### src/rtl/sobel_stream_ctrl.sv
`default_nettype none
// ============================================================================
//  Module      : sobel_stream_ctrl
//  Description : Sequencer for the Sobel 3x3 window buffer. Accepts a raster
//                pixel stream over valid/ready, drives the buffer enable and
//                pixel inputs, tracks row/column per frame and flags the
//                cycles where the buffer holds a complete in-image window.
//                Optional downstream backpressure is enabled by defining
//                SOBEL_CTRL_BACKPRESSURE_EN (adds win_ready_i).
//  Revision    : 1.0 - initial release
// ============================================================================
module sobel_stream_ctrl #(
    parameter  int IMG_WIDTH  = 6,
    parameter  int IMG_HEIGHT = 5,
    localparam int CW         = $clog2(IMG_WIDTH),
    localparam int RW         = $clog2(IMG_HEIGHT)
) (
    input  logic          clk,
    input  logic          rst,
`ifdef SOBEL_CTRL_BACKPRESSURE_EN
    input  logic          win_ready_i,
`endif
    input  logic          start_i,
    input  logic          pix_valid_i,
    input  logic [7:0]    pix_data_i,
    output logic          pix_ready_o,
    output logic          buf_en_o,
    output logic [7:0]    buf_data_o,
    output logic          win_valid_o,
    output logic [RW-1:0] win_row_o,
    output logic [CW-1:0] win_col_o,
    output logic          busy_o,
    output logic          frame_done_o
);

    typedef enum logic [1:0] {
        S_IDLE = 2'd0,
        S_FILL = 2'd1,
        S_RUN  = 2'd2,
        S_DONE = 2'd3
    } state_t;

    localparam logic [CW-1:0] c_COL_LAST      = CW'(IMG_WIDTH - 1);
    localparam logic [RW-1:0] c_ROW_LAST      = RW'(IMG_HEIGHT - 1);
    localparam logic [CW-1:0] c_COL_ONE       = CW'(1);
    localparam logic [RW-1:0] c_ROW_ONE       = RW'(1);
    localparam logic [CW-1:0] c_COL_FIRST_WIN = CW'(2);
    localparam logic [RW-1:0] c_ROW_FIRST_WIN = RW'(2);

    state_t        r_state;
    state_t        w_state_nxt;
    logic [CW-1:0] r_col;
    logic [RW-1:0] r_row;
    logic          r_win_valid;
    logic [RW-1:0] r_win_row;
    logic [CW-1:0] r_win_col;
    logic          w_active;
    logic          w_down_ready;
    logic          w_accept;
    logic          w_col_last;
    logic          w_win_fire;

`ifdef SOBEL_CTRL_BACKPRESSURE_EN
    assign w_down_ready = win_ready_i;
`else
    assign w_down_ready = 1'b1;
`endif

    assign w_accept   = pix_valid_i & pix_ready_o;
    assign w_col_last = (r_col == c_COL_LAST);
    // The buffer's window is complete once the incoming pixel is at least two
    // rows and two columns into the image; its centre is one up and one left.
    assign w_win_fire = w_accept && (r_row >= c_ROW_FIRST_WIN) && (r_col >= c_COL_FIRST_WIN);

    assign buf_en_o    = w_accept;
    assign buf_data_o  = pix_data_i;
    assign win_valid_o = r_win_valid;
    assign win_row_o   = r_win_row;
    assign win_col_o   = r_win_col;

    // State register
    always_ff @(posedge clk) begin
        if (rst) begin
            r_state <= S_IDLE;
        end else begin
            r_state <= w_state_nxt;
        end
    end

    // Next-state and state-decoded outputs
    always_comb begin
        w_state_nxt  = r_state;
        w_active     = 1'b0;
        pix_ready_o  = 1'b0;
        busy_o       = 1'b0;
        frame_done_o = 1'b0;
        case (r_state)
            S_IDLE: begin
                if (start_i) begin
                    w_state_nxt = S_FILL;
                end
            end
            S_FILL: begin
                w_active = 1'b1;
                if (w_accept && w_col_last && (r_row == c_ROW_ONE)) begin
                    w_state_nxt = S_RUN;
                end
            end
            S_RUN: begin
                w_active = 1'b1;
                if (w_accept && w_col_last && (r_row == c_ROW_LAST)) begin
                    w_state_nxt = S_DONE;
                end
            end
            S_DONE: begin
                frame_done_o = 1'b1;
                w_state_nxt  = S_IDLE;
            end
            default: begin
                w_state_nxt = S_IDLE;
            end
        endcase
        busy_o      = w_active;
        pix_ready_o = w_active & w_down_ready;
    end

    // Position of the next pixel; cleared when a frame starts
    always_ff @(posedge clk) begin
        if (rst) begin
            r_col <= '0;
            r_row <= '0;
        end else if ((r_state == S_IDLE) && start_i) begin
            r_col <= '0;
            r_row <= '0;
        end else if (w_accept) begin
            if (w_col_last) begin
                r_col <= '0;
                r_row <= (r_row == c_ROW_LAST) ? '0 : (r_row + c_ROW_ONE);
            end else begin
                r_col <= r_col + c_COL_ONE;
            end
        end
    end

    // Registered window flag and centre, aligned with the buffer's update edge
    always_ff @(posedge clk) begin
        if (rst) begin
            r_win_valid <= 1'b0;
            r_win_row   <= '0;
            r_win_col   <= '0;
        end else begin
`ifdef SOBEL_CTRL_BACKPRESSURE_EN
            // A flagged window stays presented until downstream takes it
            if (!(r_win_valid && !win_ready_i)) begin
                r_win_valid <= w_win_fire;
            end
`else
            r_win_valid <= w_win_fire;
`endif
            if (w_win_fire) begin
                r_win_row <= r_row - c_ROW_ONE;
                r_win_col <= r_col - c_COL_ONE;
            end
        end
    end

endmodule
`default_nettype wire

### config.mk
export PLATFORM = sky130hd
export DESIGN_NAME = sobel_stream_ctrl
export DESIGN_NICKNAME = d
export VERILOG_FILES = /design/src/rtl/sobel_stream_ctrl.sv
export SDC_FILE = /design/constraint.sdc
export NUM_CORES = 1
export LEC_CHECK = 0
export CORE_MARGIN = 1.5
export CORE_UTILIZATION = 44
export DETAILED_ROUTE_END_ITERATION = 10
export PLACE_DENSITY = 0.85
export SKIP_LAST_GASP = 1
export SYNTH_ARGS = -nofsm -noshare
export SYNTH_HDL_FRONTEND = slang
export SYNTH_SLANG_ARGS = --single-unit
### constraint.sdc
create_clock -name clk -period 2.05 [get_ports clk]
set_input_delay 0.3075 -clock clk [delete_from_list [all_inputs] [get_ports clk]]
set_output_delay 0.3075 -clock clk [all_outputs]
set_load 0.02 [all_outputs]
==> summary.md, run 1 <==
| Metric | Value |
|---|---|
| Status | complete, no violations |
| Unique masters post-synth | 26 |
| Residual DRC | 0 |
| Final hold viol count | 0 |
| Number of antenna-violating nets in the routed design | 0 |
| Routed len/inst | around 12 um |
| Cells after Synth | 102 |
| Seq/Total Area, Yosys | 0.326 |
| Die Y | about 49 um |
| Post-synth EDFFs | 0 |
| RR Endpoint | win_col_o[2] |
| Layout Nets | 139 |
| Syn_nets | approximately 130 |
| Max Clk Rate | 0.513 GHz |
| Setup crit start | r_state[0] |
| MaxCap Viol Count | 0 |
| Crit path DAT | between 1500 and 2000 ps |
| H-Tree Depth | 1 |
| Via count | roughly 700 |
| I/O Buffers | 14 |
| First-pass DRT Iterations | 4 |
| CTS tree | yes |
| Number of post-CTS setup repair buffers | 0 |
| Reg2reg start | r_state[0] |
| Mean Syn Cell Area | between 9 and 10 um2 |
| Total power | between 900 and 1000 uW |
| Peak supply drop | 0.000518 V |
| FILL cells | around 200 |
| Worst-path maximum fanout | 4 |
| Count of final setup violators | 0 |
| Starting Density | 0.470 |
| Syn Std Cell Area | about 920 um2 |
| Die ar. | 2380 um2 |
| Initial antenna violation count | 0 |
| Min cycle time layout | 1950 ps |
| Reg-to-reg setup timing slack | ~180 ps |
| Synth area leaders | dfxtp_1 33%, ha_1 19%, buf_4 7.3% |
| Top FF cell, synth | dfxtp_1 |
| First-pass GRT wire length | approximately 2.9 mm |
| Placed wire-length estimate | between 1 and 1.5 mm |
| Die X | between 40 and 50 um |
| IO Pins | 31 |
| Pwr Density | between 900 and 1000 nW/um2 |
| Layout cell share with drive strength beyond 1 | 0.0714 |
| Gpl congestion | around 0.83 |
| Hold_buf cts | 0 |
| Hold crit path type | flop to flop |
| Multi-input logic area | around 520 um2 |
| Final Cycle Share | 0.950 |
| Num CTS Buffers | 3 |
| Largest net degree at the start of global routing | 13 |
| Gr usage total | 0.163 |
| GR Overflow Total | 0 |
| Kind of start point of the critical path | flop |
| Layout area overhead | 15.2% |
| Via density | 5.06 |
| CORE AREA | 1960 um2 |
| Reg2reg path depth | 7 |
| Pins Over Slew Limit | 0 |
| Leakage | between 0.0004 and 0.0005 uW |
| Clk_skew | around 0.47 ps |
| Yosys top cell area share | 0.326 |
| Critical path destination | buf_en_o |
| Leading area contributor after synthesis | dfxtp_1 |
| Critical Path RT | 1740 ps |
| Critical Path Sink Type | output port |
| Critical path class | flop to output port |
| Row cnt | 16 |
| Clock latency on the worst-skew pair | between 200 and 300 ps |
| FFs w/ async S/R, synth | 0 |
| Slew @ Worst Pin | 422 ps |
| Flops & latches, synth | 15 |
| YS warnings | 0 |
| Clock root buffer | clkbuf_4 |
| Unrepaired setup endpoints after global routing | false |
| Vias in the first global route | 677 |
| Worst-path clk slew | ~90 ps |
| Reg area | roughly 300 um2 |
| CTS Buffer Depth | 2 |
| Setup_tns | 0 ps |
| Initial DRC Count | 4 |
| Final WL | roughly 1.7 mm |
| Ant. Diodes | 0 |
| Gates resized, CTS repair | 3 |
| Rel. slew slack | 0.718 |
| Number of clock sinks | 15 |
## critical path, stage by stage (launching register included)
cell and delay, ps:
dfxtp_1 390, inv_1 100, ha_1 330, nand2_1 80, inv_1 110, dlygate4sd2_1 350
## placed cells by master, fill, tap and decap left out, types with 3 or more instances in the layout
| cell type | netlist | final |
|---|---|---|
| dfxtp_1 | 15 | 15 |
| dlygate4sd2_1 | 0 | 3 |
| inv_1 | 9 | 9 |
| clkbuf_4 | 0 | 3 |
| nor2_1 | 13 | 13 |
| ha_1 | 14 | 14 |
| mux2i_1 | 5 | 5 |
| a211oi_1 | 6 | 6 |
| nand2b_1 | 3 | 3 |
| clkdlybuf4s50_1 | 0 | 11 |
| nand2_1 | 3 | 3 |
| a21oi_1 | 6 | 6 |
## cell usage after synthesis (all sizes together), types with 3 or more instances
cell type,instances
nor3,3
nand2,3
inv,9
nor2,13
a211oi,6
dfxtp,15
o21ai,3
nand2b,3
ha,14
a21oi,6
buf,9
mux2i,5
## area by class of cell
class,count,share of cell area
flip-flops and latches,15,0.283
inverters,9,0.0318
well taps,27,0.0318
multi-input cells,68,0.486
repair buffers,16,0.143
clock buffers,4,0.0247
## kinds of logic (layout without fill, tap and decap cells)
| group | count (synthesis) | in the layout | share of synthesized area |
|---|---|---|---|
| simple gates | 30 | 30 | 0.183 |
| mux | 5 | 5 | 0.0543 |
| compound gates | 17 | 17 | 0.114 |
| fa+ha+maj | 14 | 14 | 0.190 |
| flops | 15 | 15 | 0.326 |
| buf+inv | 19 | 29 | 0.114 |
| xor+xnor | 2 | 2 | 0.0190 |
## stage by stage
stage                     utilization  hold WS [ps]  std cells  worst slack [ps]  cell area, um2
after floorplan                     -           484        102               211             922
after global placement          0.530           481        135               152            1040
after detailed placement        0.530           485        135               129            1040
after CTS                       0.541           506        139              94.3            1060
after global routing            0.541           533        139              8.78            1060
final                           0.541           500        139               102            1060
## routing by layer
metal	track usage	wire length, um	vias up
met1	0.175	729	323
met4	0.157	84	0
li1	-	-	353
met3	0.0276	84	6
met5	0	0	-
met2	0.269	809	21
## worst min-delay path by stage
stage,start,end,cells after the start
after floorplan,r_state[1],r_state[1],2
after global placement,win_col_o[0],win_col_o[0],2
after detailed placement,win_col_o[0],win_col_o[0],2
after CTS,win_col_o[0],win_col_o[0],2
after global routing,win_row_o[0],win_row_o[0],2
final,win_col_o[0],win_col_o[0],2
## flip-flops by register name (all words and copies together), names as in the netlist
register / count
r_row: 3
win_col_o: 3
r_state: 2
r_col: 3
win_valid_o: 1
win_row_o: 3
## power breakdown
group,internal [uW],leakage [uW],switching (uW)
Clock,75.6,0.0000150,95.1
Sequential,318,0.000121,32.9
Combinational,196,0.000286,258
Total,590,0.000422,387
Note: power is estimated with default switching activity, not from simulation.
==> run 2: changes to the inputs <==
--- a/config.mk
+++ b/config.mk
@@ -8,7 +8,9 @@
 export CORE_MARGIN = 1.5
 export CORE_UTILIZATION = 44
 export DETAILED_ROUTE_END_ITERATION = 10
+export HOLD_SLACK_MARGIN = 0.06
 export PLACE_DENSITY = 0.85
+export RECOVER_POWER = 25
 export SKIP_LAST_GASP = 1
 export SYNTH_ARGS = -nofsm -noshare
 export SYNTH_HDL_FRONTEND = slang
==> results of run 2 <==
No change in the layout: final DEF, timing and power equal those of run 1.
==> run 3: changes to the inputs <==
--- a/config.mk
+++ b/config.mk
@@ -6,10 +6,11 @@
 export NUM_CORES = 1
 export LEC_CHECK = 0
 export CORE_MARGIN = 1.5
-export CORE_UTILIZATION = 44
+export CORE_UTILIZATION = 46
+export CTS_BUF_LIST = sky130_fd_sc_hd__clkbuf_8
 export DETAILED_ROUTE_END_ITERATION = 10
 export HOLD_SLACK_MARGIN = 0.06
-export PLACE_DENSITY = 0.85
+export PLACE_DENSITY = 0.88
 export RECOVER_POWER = 25
 export SKIP_LAST_GASP = 1
 export SYNTH_ARGS = -nofsm -noshare
==> run 3 against run 2 <==
Routed wire length increased by 3.9%. Total power up 8.0%. Design area grew 1.9%. Clock power rose by 43%. Worst setup slack better by 43 ps. Register-to-register slack is essentially flat. Global-route usage increased by 0.45 points. Count of clock-buffer cells in the layout shrank 1. Fmax up 2.2%. Non-clock buffer count unchanged. Sequential share of layout area is 0.52 points lower. Worst hold slack improved by 5.4 ps.
==> summary.md, run 3 (synthesis gave the netlist of run 1 again) <==
| Metric | Value |
|---|---|
| Status | complete, no violations |
| Net Sw Frac | 0.384 |
| CTS tree | yes |
| Internal power | between 600 and 700 uW |
| Layout area overhead | 17.4% |
| Most frequent cells in the layout | 15 x dfxtp_1, 14 x ha_1, 13 x nor2_1 |
| Setup_tns | 0 ps |
| Number of clock sinks | 15 |
| GR Overflow Total | 0 |
| Reg2reg start | r_state[0] |
| Gr usage total | 0.168 |
| Routed len/inst | 12.8 um |
| Final Cycle Share | 0.929 |
| Number of post-CTS setup repair buffers | 0 |
| Slew @ Worst Pin | approximately 450 ps |
| Reg area | ~300 um2 |
| Min cycle time layout | 1910 ps |
| Hold depth | 2 |
| Starting Density | 0.480 |
| First-pass GRT wire length | approximately 2.6 mm |
| Leakage | 0.000432 uW |
| Vias in the first global route | 621 |
| Hold endpoint | win_col_o[1] |
| Clock Power Share | 0.231 |
| Clk_skew | 1.88 ps |
| Critical Path Sink Type | output port |
| Clock latency on the worst-skew pair | about 250 ps |
| Largest net degree at the start of global routing | 13 |
| Worst-path clk slew | approximately 60 ps |
| Number of antenna-violating nets in the routed design | 0 |
| Row cnt | 16 |
| Max Clk Rate | roughly 0.52 GHz |
| Sequential power share | 0.333 |
| Peak supply drop | roughly 0.00046 V |
| CORE AREA | between 1500 and 2000 um2 |
| Via count | a little over 700 |
| Crit path DAT | approximately 1600 ps |
| Logic pwr share | 0.436 |
| I/O Buffers | 14 |
| Worst-path maximum fanout | 4 |
| Final WL | about 1.8 mm |
| Ant. Diodes | 0 |
| Critical path class | flop to output port |
| Hold_buf cts | 0 |
| CTS Buffer Depth | 2 |
| Layout cell share with drive strength beyond 1 | 0.0804 |
| RR Endpoint | win_col_o[0] |
| Initial DRC Count | 18 |
| Hold crit path type | flop to flop |
| Unrepaired setup endpoints after global routing | false |
| Pins Over Slew Limit | 0 |
| Reg2reg path depth | 7 |
| Die Y | about 48 um |
| IO Pins | 31 |
| Kind of start point of the critical path | flop |
| Clock root buffer | clkbuf_8 |
| Layout Nets | around 140 |
| Die X | approximately 48 um |
| H-Tree Depth | 1 |
| Psw | approximately 410 uW |
| Count of final setup violators | 0 |
| Via density | a little over 5 |
| Commonest non-fill, non-tap cell in the layout | dfxtp_1 |
| Num CTS Buffers | 3 |
| Final hold viol count | 0 |
| Gpl congestion | about 0.75 |
| MaxCap Viol Count | 0 |
| Critical Path RT | 1740 ps |
| FILL cells | between 150 and 200 |
| Rel. slew slack | 0.698 |
| Reg-to-reg setup timing slack | approximately 190 ps |
| Worst hold start | win_col_o[1] |
| Initial antenna violation count | 0 |
| Die ar. | between 2000 and 2500 um2 |
| Fin Hold WS | between 500 and 600 ps |
| Multi-input logic area | 517 um2 |
| Pwr Density | around 970 nW/um2 |
| First-pass DRT Iterations | 4 |
| Placed wire-length estimate | 1.27 mm |
| Gates resized, CTS repair | 3 |
| Residual DRC | 0 |
==> run 3: changes by cell type in the layout (fill, tap and decap cells not counted) <==
cell,change
clkbuf_8,+3
clkinv_2,+1
clkbuf_4,-3
clkbuf_1,-1
==> run 3: layout make-up <==
class | count | area share
well taps | 27 | 0.0312
flip-flops and latches | 15 | 0.277
multi-input cells | 68 | 0.477
clock buffers | 3 | 0.0382
repair buffers | 16 | 0.140
clock inverters | 1 | 0.00462
inverters | 9 | 0.0312
==> run 3: power groups by stage <==
stage | sequential, uW | combinational, uW | clock, uW
floorplan | 349 | 357 | 0
global placement | 354 | 472 | 0
detailed placement | 357 | 488 | 0
CTS | 351 | 462 | 250
global route | 355 | 506 | 263
finish | 351 | 460 | 244
==> run 3: stage by stage <==
step / setup WS [ps] / total power, uW / area [um2] / util / instances
after floorplan: 211 / 706 / 922 / - / 102
after global placement: 154 / 826 / 1040 / 0.541 / 135
after detailed placement: 129 / 845 / 1040 / 0.541 / 135
after CTS: 156 / 1060 / 1080 / 0.563 / 139
after global routing: 57.1 / 1120 / 1080 / 0.563 / 139
final: 145 / 1050 / 1080 / 0.563 / 139
==> run 3: how the worst max path moves through the flow <==
stage                     start            to  slack (ps)  depth (start not counted)
floorplan            r_state[0]  win_col_o[0]         210                          6
global placement    pix_valid_i      buf_en_o         150                          4
detailed placement  pix_valid_i      buf_en_o         130                          4
CTS                  r_state[0]      buf_en_o         160                          5
global route         r_state[1]  win_col_o[2]          60                          7
finish               r_state[0]      buf_en_o         140                          5
==> run 3: worst max-delay path, stage by stage (launching register included) <==
cell	delay [ps]
dfxtp_1	390
inv_1	100
ha_1	310
nand2_1	80
inv_1	120
dlygate4sd2_1	350
==> run 3: per-layer routing <==
metal  vias up  global-route usage  routed length [um]
met1       333               0.191                 771
met2        18               0.288                 893
met5         -                   0                   0
met4         0               0.114                  34
li1        353                   -                   -
met3         6              0.0226                  74
